**config.mk**
```make
export PLATFORM = sky130hd
export DESIGN_NAME = aead_serial_frontend
export DESIGN_NICKNAME = d
export VERILOG_FILES = /design/src/rtl/aead_serial_frontend.sv
export SDC_FILE = /design/constraint.sdc
export NUM_CORES = 1
export LEC_CHECK = 0
export ABC_CLOCK_PERIOD_IN_PS = 2800
export BUFFER_PORTS_ARGS = -buffer_cell sky130_fd_sc_hd__buf_4
export CORE_ASPECT_RATIO = 0.8
export CORE_MARGIN = 1.5
export CORE_UTILIZATION = 25
export CTS_BUF_LIST = sky130_fd_sc_hd__clkbuf_16
export DETAILED_ROUTE_END_ITERATION = 6
export SYNTH_ARGS = -nofsm -noshare
export SYNTH_HDL_FRONTEND = slang
export SYNTH_SLANG_ARGS = --single-unit
```
**constraint.sdc**
```tcl
create_clock -name clk -period 2.8 [get_ports clk]
set_input_delay 0.28 -clock clk [delete_from_list [all_inputs] [get_ports clk]]
set_output_delay 0.28 -clock clk [all_outputs]
set_load 0.05 [all_outputs]
```
**src/rtl/aead_serial_frontend.sv**
```systemverilog
// Serial front end for the Ascon AEAD core: loads key/nonce/AD/text(/tag) over a W-bit stream,
// launches the core, checks the tag on decrypt and streams the result back out.
module aead_serial_frontend #(
    parameter int unsigned K = 128,
    parameter int unsigned L = 40,
    parameter int unsigned Y = 40,
    parameter int unsigned W = 1
) (
    input  logic           clk,
    input  logic           rst,
    input  logic           start,
    input  logic           mode,
    output logic           busy,
    input  logic           in_valid,
    input  logic [W-1:0]   in_data,
    output logic           in_ready,
    output logic           out_valid,
    output logic [W-1:0]   out_data,
    input  logic           out_ready,
    output logic           out_last,
    output logic           auth_valid,
    output logic           auth_ok,
    output logic [K-1:0]   core_key,
    output logic [127:0]   core_nonce,
    output logic [L-1:0]   core_ad,
    output logic [Y-1:0]   core_text,
    output logic           core_mode,
    output logic           core_start,
    input  logic           core_done,
    input  logic [Y-1:0]   core_text_out,
    input  logic [127:0]   core_tag
);
    localparam int unsigned T       = 128;
    localparam int unsigned NInEnc  = (K + T + L + Y) / W;
    localparam int unsigned NInDec  = NInEnc + T / W;
    localparam int unsigned NOutEnc = (Y + T) / W;
    localparam int unsigned NOutDec = Y / W;
    localparam int unsigned NMax    = (NInDec > NOutEnc) ? NInDec : NOutEnc;
    localparam int unsigned CW      = $clog2(NMax + 1);

    // Beat index at which each input field ends
    localparam logic [CW-1:0] EndKey   = CW'(K / W);
    localparam logic [CW-1:0] EndNonce = CW'((K + T) / W);
    localparam logic [CW-1:0] EndAd    = CW'((K + T + L) / W);
    localparam logic [CW-1:0] EndText  = CW'(NInEnc);

    localparam logic [1:0] StIdle = 2'd0;
    localparam logic [1:0] StLoad = 2'd1;
    localparam logic [1:0] StRun  = 2'd2;
    localparam logic [1:0] StOut  = 2'd3;

    if ((K % W) != 0 || (T % W) != 0 || (L % W) != 0 || (Y % W) != 0) begin : g_width_check
        $error("aead_serial_frontend: W must divide K, 128, L and Y");
    end

    logic [1:0]     state_q;
    logic [CW-1:0]  cnt_q;
    logic           mode_q;
    logic           start_q;
    logic           auth_valid_q;
    logic           auth_ok_q;
    logic [K-1:0]   key_q;
    logic [T-1:0]   nonce_q;
    logic [T-1:0]   tag_q;
    logic [L-1:0]   ad_q;
    logic [Y-1:0]   text_q;
    logic [Y+T-1:0] out_q;

    logic           in_fire;
    logic           out_fire;
    logic           tag_match;
    logic [CW-1:0]  in_last_idx;
    logic [CW-1:0]  out_last_idx;

    assign in_fire      = (state_q == StLoad) && in_valid;
    assign out_fire     = (state_q == StOut) && out_ready;
    assign tag_match    = (core_tag == tag_q);
    assign in_last_idx  = mode_q ? CW'(NInDec - 1) : CW'(NInEnc - 1);
    assign out_last_idx = mode_q ? CW'(NOutDec - 1) : CW'(NOutEnc - 1);

    always_ff @(posedge clk) begin
        if (rst) begin
            state_q      <= StIdle;
            cnt_q        <= '0;
            mode_q       <= 1'b0;
            start_q      <= 1'b0;
            auth_valid_q <= 1'b0;
            auth_ok_q    <= 1'b0;
            key_q        <= '0;
            nonce_q      <= '0;
            tag_q        <= '0;
            ad_q         <= '0;
            text_q       <= '0;
            out_q        <= '0;
        end else begin
            start_q      <= 1'b0;
            auth_valid_q <= 1'b0;
            case (state_q)
                StIdle: begin
                    if (start) begin
                        mode_q  <= mode;
                        cnt_q   <= '0;
                        state_q <= StLoad;
                    end
                end
                StLoad: begin
                    if (in_fire) begin
                        if (cnt_q < EndKey)        key_q   <= (key_q << W) | K'(in_data);
                        else if (cnt_q < EndNonce) nonce_q <= (nonce_q << W) | T'(in_data);
                        else if (cnt_q < EndAd)    ad_q    <= (ad_q << W) | L'(in_data);
                        else if (cnt_q < EndText)  text_q  <= (text_q << W) | Y'(in_data);
                        else                       tag_q   <= (tag_q << W) | T'(in_data);
                        if (cnt_q == in_last_idx) begin
                            cnt_q   <= '0;
                            start_q <= 1'b1;
                            state_q <= StRun;
                        end else begin
                            cnt_q <= cnt_q + CW'(1);
                        end
                    end
                end
                StRun: begin
                    if (core_done) begin
                        if (!mode_q) begin
                            out_q   <= {core_text_out, core_tag};
                            state_q <= StOut;
                        end else begin
                            auth_valid_q <= 1'b1;
                            auth_ok_q    <= tag_match;
                            // A failed tag never lets plaintext reach the output register
                            if (tag_match) begin
                                out_q   <= {core_text_out, {T{1'b0}}};
                                state_q <= StOut;
                            end else begin
                                out_q   <= '0;
                                state_q <= StIdle;
                            end
                        end
                    end
                end
                StOut: begin
                    if (out_fire) begin
                        out_q <= out_q << W;
                        if (cnt_q == out_last_idx) begin
                            cnt_q   <= '0;
                            state_q <= StIdle;
                        end else begin
                            cnt_q <= cnt_q + CW'(1);
                        end
                    end
                end
                default: state_q <= StIdle;
            endcase
        end
    end

    assign busy       = (state_q != StIdle);
    assign in_ready   = (state_q == StLoad);
    assign out_valid  = (state_q == StOut);
    assign out_data   = out_q[Y+T-1 -: W];
    assign out_last   = (state_q == StOut) && (cnt_q == out_last_idx);
    assign auth_valid = auth_valid_q;
    assign auth_ok    = auth_valid_q & auth_ok_q;
    assign core_key   = key_q;
    assign core_nonce = nonce_q;
    assign core_ad    = ad_q;
    assign core_text  = text_q;
    assign core_mode  = mode_q;
    assign core_start = start_q;

endmodule

```
==> Word-level counts from Yosys, hierarchy flattened <==
Index checks and enable logic that the tools add are counted.
{ "classes": {"add_sub_neg": 1, "magnitude_cmp": 4, "eq_ne": 12, "muxes": 24, "bitwise": 14, "reduce_logical": 19} }
{ "op_table": {"columns": ["op", "n"], "rows": [
  ["$mux W168", 4],
  ["$or A128 B1 Y128", 3],
  ["$pmux W168 S2", 1],
  ["$eq A128 B128 Y1", 1],
  ["$or A40 B1 Y40", 2],
  ["$mux W9", 5],
  ["$lt A9 B9 Y1 const B", 3],
  ["$pmux W9 S3", 1],
  ["$reduce_and A6 Y1", 3],
  ["$mux W2", 8],
  ["$mux W8", 2],
  ["$add A9 B1 Y9 const B", 1],
  ["$eq A9 B8 Y1", 1],
  ["$eq A9 B9 Y1", 1],
  ["$lt A9 B8 Y1 const B", 1],
  ["$reduce_and A3 Y1", 3],
  ["$ne A2 B1 Y1 const B", 4],
  ["$not A1 Y1", 8],
  ["$pmux W2 S4", 1],
  ["$reduce_and A4 Y1", 2],
  ["$reduce_or A3 Y1", 2],
  ["$reduce_and A5 Y1", 1],
  ["$eq A2 B2 Y1 const B", 2],
  ["$ne A2 B2 Y1 const B", 2],
  ["8 further kinds", 12]
]} }
{ "word_totals": {"ff_bits": 647} }

==> Logic depth before layout (Yosys ltp) <==
Gate-level depths: netlist of the first run.
{ "logic_depth": {"depth_word": 5, "mapped_depth": 9} }

==> Worst setup path after synthesis of the first run <==
No wires, ideal clock.
{ "synth_timing": {"path_type": "reg-to-reg", "startpoint": "register state_q[1]", "endpoint": "register key_q[12], in the netlist core_key[12]", "setup_time_ps": 132, "arrival_ps": 2276, "t_required_ps": 2668, "slack_ps": 392, "stages_incl_launch_ff": 9, "n_path_buf": 3, "cell_sequence": "dfxtp_1 -> buf_2 -> nor2b_1 -> nand2_1 -> or3_1 -> buf_2 -> clkbuf_1 -> nand2_1 -> a21oi_1"} }
{ "synth_between": {"elab_chain_cells": 3} }
{ "synth_rtl": {"columns": ["element", "line", "source"], "rows": [
  ["from (decl)", "56", "logic [1:0] state_q;"],
  ["from (signal assigned)", "83", "state_q <= StIdle;"],
  ["from (signal assigned)", "103", "state_q <= StLoad;"],
  ["from (signal assigned)", "116", "state_q <= StRun;"],
  ["$eq A2 B1 Y1 (*)", null, null],
  ["named net in_ready", "16", "output logic in_ready,"],
  ["$logic_and A1 B1 Y1", "75", "assign in_fire = (state_q == StLoad) && in_valid;"],
  ["$reduce_and A3 Y1 (no source line) (*)", null, null],
  ["to (signal assigned)", "108", "if (cnt_q < EndKey) key_q <= (key_q << W) | K'(in_data);"],
  ["to (decl)", "62", "logic [K-1:0] key_q;"]
]} }
The timed path passes the listed nets; every way through them passes the cells marked *.
A chain may end at the register's enable or synchronous reset.

==> Worst setup path in the final report of the first run <==
{ "layout_timing": {"startpoint": "register tag_q[1]", "endpoint": "register out_q[143]"} }
{ "layout_between": {"elab_chain_cells": 5} }
{ "layout_rtl": {"columns": ["element", "line", "source"], "rows": [
  ["from (decl)", "64", "logic [T-1:0] tag_q;"],
  ["from (signal assigned)", "112", "else tag_q <= (tag_q << W) | T'(in_data);"],
  ["$eq A128 B128 Y1", "77", "assign tag_match = (core_tag == tag_q);"],
  ["$mux W168", "131", "if (tag_match) begin"],
  ["$mux W168", "124", "if (!mode_q) begin"],
  ["$mux W168", "123", "if (core_done) begin"],
  ["$pmux W168 S2", "98", "case (state_q)"],
  ["to (signal assigned)", "125", "out_q <= {core_text_out, core_tag};"],
  ["to (signal assigned)", "132", "out_q <= {core_text_out, {T{1'b0}}};"],
  ["to (signal assigned)", "143", "out_q <= out_q << W;"],
  ["to (decl)", "67", "logic [Y+T-1:0] out_q;"]
]} }
No other way between the ends. The select of a mux whose other input is x is not followed.

==> impl_metrics.env, run 1 <==
export IMPL_dp_cells=5052
export IMPL_synth_sequential_area_ratio_pct=49.4
export IMPL_power_density_nw_per_um2=672
export IMPL_grt_pass1_vias=22500
export IMPL_post_synth_cell_area_avg_um2=7.84
export IMPL_synth_edf_count=0
export IMPL_utilization_pct=33.3
export IMPL_grt_max_degree=129
export IMPL_max_vdd_ir_drop_mv=0.408
export IMPL_cellLeakagePower_nw=12.8
export IMPL_multi_input_area_um2=12100
export IMPL_skew_ns=0.0274
export IMPL_grt_usage_pct=16.3
export IMPL_viasPerCell=4.68
export IMPL_ys_types=44
export IMPL_overflow=0
export IMPL_r2r_end="out_q[143]$_SDFFE_PP0P_"
export IMPL_finalHoldViolCount=0
export IMPL_first_pass_iters=5
export IMPL_synthTopCellsByCount="nand2_1 (942), dfxtp_1 (647), a21oi_1 (477), nor2_1 (220), clkbuf_1 (161)"
export IMPL_fmax_mhz=370
export IMPL_n_fill_cell=10900
export IMPL_initial_core_util_pct=25.4
export IMPL_drtIter0Drc=2355
export IMPL_setup_tns_ns=0
export IMPL_place_gp_congestion=0.876
export IMPL_die_x_um=365
export IMPL_synth_ff_type="dfxtp_1"
export IMPL_vias=24500
export IMPL_grt_pass1_wl_um=137000
export IMPL_synth_area_leaders="dfxtp_1 (49%), nand2_1 (13%), a21oi_1 (9.1%)"
export IMPL_area_growth_pct=31.1
export IMPL_htree_num_levels=3
export IMPL_start_kind="flip-flop"
export IMPL_dpl_cell_area_um2=31600
export IMPL_rows=105
export IMPL_cts_buffer_depth=3
export IMPL_startpoint="tag_q[1]$_SDFFE_PP0P_"
export IMPL_dpl_hpwl_um=63200
export IMPL_hold_path_class="input pin to flip-flop"
export IMPL_crit_path_end="out_q[143]$_SDFFE_PP0P_"
export IMPL_fin_area_um2=34400
export IMPL_r2r_start="tag_q[1]$_SDFFE_PP0P_"
export IMPL_yosysMostFrequentCell="nand2_1"
export IMPL_wl_per_cell_um=17.3
export IMPL_die_h_um=293
export IMPL_cts_tree="done"
export IMPL_cts_buffers_inserted=73
export IMPL_instances_no_fill=5234
export IMPL_cp_end_kind="flip-flop"
export IMPL_cts_sinks=647
export IMPL_status="completed"
export IMPL_cp_data_required_time_ns=3.36
export IMPL_drv_cap=0
export IMPL_rsz0062_at_grt="no"
export IMPL_ios=521
export IMPL_ys_ff_latch=647
export IMPL_clkLatencyLatePin_ns=0.65
export IMPL_core_area_um2=103000
export IMPL_final_min_clock_period_ns=2.70
export IMPL_yosysTopAreaCell="dfxtp_1"
export IMPL_netlist_instances=3342
export IMPL_ff2ff_setup_slack_ns=0.10
export IMPL_setup_viol=0
export IMPL_nNetsFinal=3959
export IMPL_yosysTopAreaCellShare_pct=49.4
export IMPL_critPathKind="flip-flop to flip-flop"
export IMPL_dieArea_um2=107000
export IMPL_drc=0
export IMPL_ys_async_sr_fraction_pct=0
export IMPL_antenna_found_initial=7
export IMPL_drt_wl_total_um=90700
export IMPL_synth_fp_nets=3519
export IMPL_drv_slew=0
export IMPL_io_buffers=520
export IMPL_cp_arrival_ns=3.26
export IMPL_cts_setup_buffers=0
export IMPL_final_seq_area_um2=13000
export IMPL_cts_root_buf="clkbuf_16"
export IMPL_worst_slew_pin_slew_ns=0.829
export IMPL_ant_nets=0
export IMPL_reg2reg_depth=7
export IMPL_netlist_area_um2=26200
export IMPL_ys_warn_count=0
export IMPL_slew_headroom_pct=44.3
export IMPL_clk_pin_slew_worst_paths_ns=0.06
export IMPL_drive_above_1_share_pct=18.5
export IMPL_period_share_pct=96.4
export IMPL_cp_max_fo=20
-- per-layer routing --
metal / GRT usage (%) / vias to the layer above / wire, um
li1: - / 12100 / -
met1: 22.4 / 11600 / 40900
met2: 25.2 / 708 / 40900
met3: 3.84 / 140 / 6370
met4: 5.11 / 4 / 2500
met5: 0 / - / 27
-- through the flow --
| stage | power (mW) | hold slack (ns) | worst slack, ns |
|---|---|---|---|
| floorplan | 12.9 | 0.416 | 0.392 |
| global placement | 14.1 | 0.444 | 0.208 |
| detailed placement | 14.1 | 0.449 | 0.162 |
| CTS | 23.3 | 0.0147 | 0.0149 |
| global route | 24.3 | 0.0316 | 0.0307 |
| finish | 23.1 | 0.0630 | 0.100 |
-- worst max-delay path, cell delays in order, from the launching register on --
cell and delay (ns):
dfxtp_1 0.34, xor2_1 0.17, nor4_1 0.73, nand4_1 0.20, nor4_2 0.49, a21boi_4 0.29
buf_12 0.24, o21ai_1 0.14
-- state kept, by name, indices dropped and copies added (netlist names) --
| signal | cells |
|---|---|
| core_ad | 40 |
| core_start | 1 |
| core_mode | 1 |
| core_nonce | 128 |
| cnt_q | 9 |
| auth_valid | 1 |
| core_text | 40 |
| auth_ok_q | 1 |
| tag_q | 128 |
| state_q | 2 |
| core_key | 128 |
| out_q | 168 |
-- report_power, final --
part / internal (mW) / switching [mW] / leakage, nW / total, mW
combinational: 1.35 / 2.37 / 6.41 / 3.72
clock: 5.06 / 4.04 / 1.13 / 9.10
sequential: 9.91 / 0.375 / 5.23 / 10.3
-- kinds of logic after synthesis --
kind of cell / count (synthesis) / synth area share [%]
DFF: 647 / 49.4
buffers and inverters: 276 / 4.53
AOI/OAI and AO/OA: 703 / 14.8
adders and majority gates: 1 / 0.0478
xor gates and xnor gates: 129 / 4.31
and+or+nand+nor: 1583 / 26.7
muxes: 3 / 0.115
-- how the worst min path moves through the flow --
stage	slack (ns)	endpoint	start	cells past startpoint
6_report	0.06	core_key[55]$_SDFFE_PP0P_	rst	2
5_1_grt	0.03	cnt_q[0]$_SDFFE_PP0P_	rst	2
4_1_cts	0.01	cnt_q[0]$_SDFFE_PP0P_	rst	2
3_5_place_dp	0.45	out_q[0]$_SDFFE_PP0P_	out_q[0]$_SDFFE_PP0P_	2
3_3_place_gp	0.44	out_q[0]$_SDFFE_PP0P_	out_q[0]$_SDFFE_PP0P_	2
2_1_floorplan	0.42	tag_q[0]$_SDFFE_PP0P_	in_data	2
-- placed cells by master (no fill, tap or decap), types with 3 or more instances in the layout --
| master | count |
|---|---|
| nand2_1 | 940 |
| dfxtp_1 | 646 |
| buf_4 | 562 |
| a21oi_1 | 477 |
| nor2_1 | 219 |
| nor3_1 | 130 |
| nor3b_1 | 128 |
| a211oi_1 | 128 |
| xor2_1 | 128 |
| clkbuf_16 | 75 |
| o21ai_1 | 47 |
| dlygate4sd3_1 | 46 |
| nand3_1 | 45 |
| and3_1 | 44 |
| o21ai_0 | 40 |
| nor4_1 | 31 |
| buf_12 | 27 |
| clkinv_1 | 19 |
| inv_1 | 17 |
| nand4_1 | 9 |
| nand3b_1 | 7 |
| clkinv_2 | 7 |
| diode_2 | 6 |
| nor2b_1 | 6 |
| inv_6 | 5 |
| clkinvlp_4 | 4 |
| nand2b_1 | 3 |
| mux2i_1 | 3 |
-- repair_timing --
item                                    in CTS  in global routing
endpoints found under the hold margin       49                  0
hold buffers                                46                  0
endpoints found under the setup margin       1                  1
resized for setup                            3                  3
-- final cells by class --
type	instances	area share (%)
clock buffer	75	5.46
tap	1391	5.07
multi-input combinational	2419	35.3
inverter	3	0.0801
clock inverter	55	1.00
timing repair buffer	638	15.3
sequential	647	37.7
antenna	6	0.0437
(Power assumes the default switching activity.)
==> inputs of run 2 (changes only) <==
--- a/config.mk
+++ b/config.mk
@@ -5,7 +5,8 @@
 export SDC_FILE = /design/constraint.sdc
 export NUM_CORES = 1
 export LEC_CHECK = 0
-export ABC_CLOCK_PERIOD_IN_PS = 2800
+export ABC_AREA = 1
+export ABC_CLOCK_PERIOD_IN_PS = 3000
 export BUFFER_PORTS_ARGS = -buffer_cell sky130_fd_sc_hd__buf_4
 export CORE_ASPECT_RATIO = 0.8
 export CORE_MARGIN = 1.5
==> constraint.sdc (replaced) <==
create_clock -name clk -period 3 [get_ports clk]
set_input_delay 0.3 -clock clk [delete_from_list [all_inputs] [get_ports clk]]
set_output_delay 0.3 -clock clk [all_outputs]
set_load 0.05 [all_outputs]
==> impl_metrics.env, run 2 <==
export IMPL_yosysTopAreaCell="dfxtp_1"
export IMPL_max_vdd_ir_drop_mv=0.458
export IMPL_overflow=0
export IMPL_period_share_pct=87.3
export IMPL_viasPerCell=4.60
export IMPL_cts_buffer_depth=3
export IMPL_synthTopCellsByCount="nor2_1 (735), dfxtp_1 (647), o21ai_0 (499), a21oi_1 (497), nand2_1 (329)"
export IMPL_place_gp_congestion=0.817
export IMPL_cp_data_required_time_ns=2.70
export IMPL_fin_area_um2=34900
export IMPL_hold_path_class="input pin to flip-flop"
export IMPL_worst_slew_pin_slew_ns=1.13
export IMPL_drv_cap=0
export IMPL_first_pass_iters=6
export IMPL_initial_core_util_pct=25.3
export IMPL_dieArea_um2=106000
export IMPL_cellLeakagePower_nw=14.6
export IMPL_largest_register="out_q"
export IMPL_dpl_cell_area_um2=30900
export IMPL_yosysMostFrequentCell="nor2_1"
export IMPL_ios=521
export IMPL_cp_top_family="buffers and inverters"
export IMPL_clkLatencyLatePin_ns=0.64
export IMPL_post_synth_cell_area_avg_um2=7.50
export IMPL_slowest_stage="buf_12"
export IMPL_nNetsFinal=4161
export IMPL_drtIter0Drc=1956
export IMPL_rsz0062_at_grt="no"
export IMPL_clk_pin_slew_worst_paths_ns=0.06
export IMPL_grt_usage_pct=15.6
export IMPL_critPathKind="flip-flop to output pin"
export IMPL_skew_ns=0.0187
export IMPL_die_x_um=364
export IMPL_cp_arrival_ns=2.32
export IMPL_power_density_nw_per_um2=736
export IMPL_synth_ff_type="dfxtp_1"
export IMPL_vias=25000
export IMPL_netlist_area_um2=26000
export IMPL_io_buffers=520
export IMPL_status="completed"
export IMPL_largest_reg_flops=168
export IMPL_cts_setup_buffers=0
export IMPL_drive_above_1_share_pct=16.8
export IMPL_setup_viol=0
export IMPL_cp_cell_sequence="nand2_4 > inv_6 > buf_12 > buf_4"
export IMPL_core_area_um2=103000
export IMPL_start_kind="flip-flop"
export IMPL_synth_fp_nets=3650
export IMPL_setup_tns_ns=0
export IMPL_synth_edf_count=0
export IMPL_ys_types=30
export IMPL_cp_max_fo=209
export IMPL_comb_power_share_pct=25.3
export IMPL_slowest_delay_ns=0.51
export IMPL_die_h_um=292
export IMPL_ys_ff_latch=647
export IMPL_netlist_instances=3473
export IMPL_ys_async_sr_fraction_pct=0
export IMPL_cp_end_kind="output pin"
export IMPL_dpl_hpwl_um=54400
export IMPL_clock_power_share_pct=35.2
export IMPL_grt_pass1_wl_um=133000
export IMPL_grt_pass1_vias=22900
export IMPL_sw_frac_of_total_pct=34.6
export IMPL_slew_headroom_pct=24.7
export IMPL_htree_num_levels=3
export IMPL_finalHoldViolCount=0
export IMPL_yosysTopAreaCellShare_pct=49.7
export IMPL_synth_sequential_area_ratio_pct=49.7
export IMPL_final_min_clock_period_ns=2.62
export IMPL_wl_per_cell_um=15.9
export IMPL_final_cell_mix="nor2_1 (735), dfxtp_1 (646), buf_4 (540)"
export IMPL_cts_root_buf="clkbuf_16"
export IMPL_ys_warn_count=0
export IMPL_p_seq_share_pct=39.5
export IMPL_p_switching_mw=8.87
export IMPL_synth_area_leaders="dfxtp_1 (50%), nor2_1 (11%), o21ai_0 (9.6%)"
export IMPL_drt_wl_total_um=86400
export IMPL_cp_buffers_inverters=3
export IMPL_ant_nets=0
export IMPL_cts_buffers_inserted=73
export IMPL_area_growth_pct=33.8
export IMPL_drc=0
export IMPL_final_common_cell="nor2_1"
export IMPL_drv_slew=0
export IMPL_cts_tree="done"
export IMPL_cts_sinks=647
export IMPL_rows=105
export IMPL_antenna_found_initial=5
export IMPL_power_internal_mw=16.8
export IMPL_grt_max_degree=210
export IMPL_fmax_mhz=382
[run 2: timing repair]
item                      CTS  global route
resized for setup           0             0
hold buffers              154             0
hold endpoints to repair  153             0
[run 2: logic make-up after synthesis]
logic type	share of synthesized area (%)
flip-flops	49.7
buffers and inverters	6.20
adder cells (fa/ha/maj)	0.0480
XOR/XNOR	3.90
AO/OA/AOI/OAI	19.6
AND/OR/NAND/NOR	20.5
[run 2: final cells by class]
cell class | count | area [um2]
Inverter | 94 | 377
Clock inverter | 54 | 463
Fill cell | 10800 | 68000
Tap cell | 1391 | 1740
Multi-Input combinational cell | 2459 | 11500
Antenna cell | 6 | 15.0
Timing Repair Buffer | 709 | 5900
Clock buffer | 76 | 1900
Sequential cell | 647 | 13000
[run 2: path summary, 6_finish.rpt]
path,startpoint,to,slack (ns),cells after the start
worst max-delay path,state_q[1]$_SDFFE_PP0P_,out_valid,0.38,4
worst min-delay path,core_text_out[2],out_q[130]$_SDFFE_PP0P_,0.06,5
worst max register to register,state_q[1]$_SDFFE_PP0P_,out_q[54]$_SDFFE_PP0P_,0.55,8
worst min register to register,core_nonce[127]$_SDFFE_PP0P_,core_nonce[127]$_SDFFE_PP0P_,0.47,2
[run 2: metal layers]
layer	vias up	GRT usage [%]	part of all wire, %
li1	12500	-	-
met1	11700	21.5	47
met2	705	23.5	44
met3	131	4.28	6.8
met4	2	4.74	2.8
met5	-	0	0.012
[run 2: tightest hold or removal path, cell delays in order]
cell and delay (ns):
buf_4 0.11, inv_1 0.06, nor2_1 0.05, nand2_1 0.06
a21oi_1 0.06
[run 2: per-stage QoR]
stage / power, mW / std cells / hold WS, ns / utilization, % / setup slack [ns]
after floorplan: 14.7 / 3473 / 0.415 / - / 1.03
after global placement: 16.6 / 5146 / 0.455 / 30.1 / 0.673
after detailed placement: 16.6 / 5146 / 0.456 / 30.1 / 0.647
after CTS: 26.0 / 5430 / 0.00351 / 33.9 / 0.299
after global routing: 27.0 / 5434 / 0.0240 / 33.9 / 0.236
final: 25.6 / 5436 / 0.0630 / 33.9 / 0.380
[run 2: power by group through the flow]
stage                     Combinational (mW)  Sequential [mW]  Clock (mW)
after floorplan                         3.32             11.4           0
after global placement                  6.27             10.3           0
after detailed placement                6.32             10.3           0
after CTS                               6.52             10.1        9.35
after global routing                    7.08             10.2        9.68
final                                   6.48             10.1        9.02
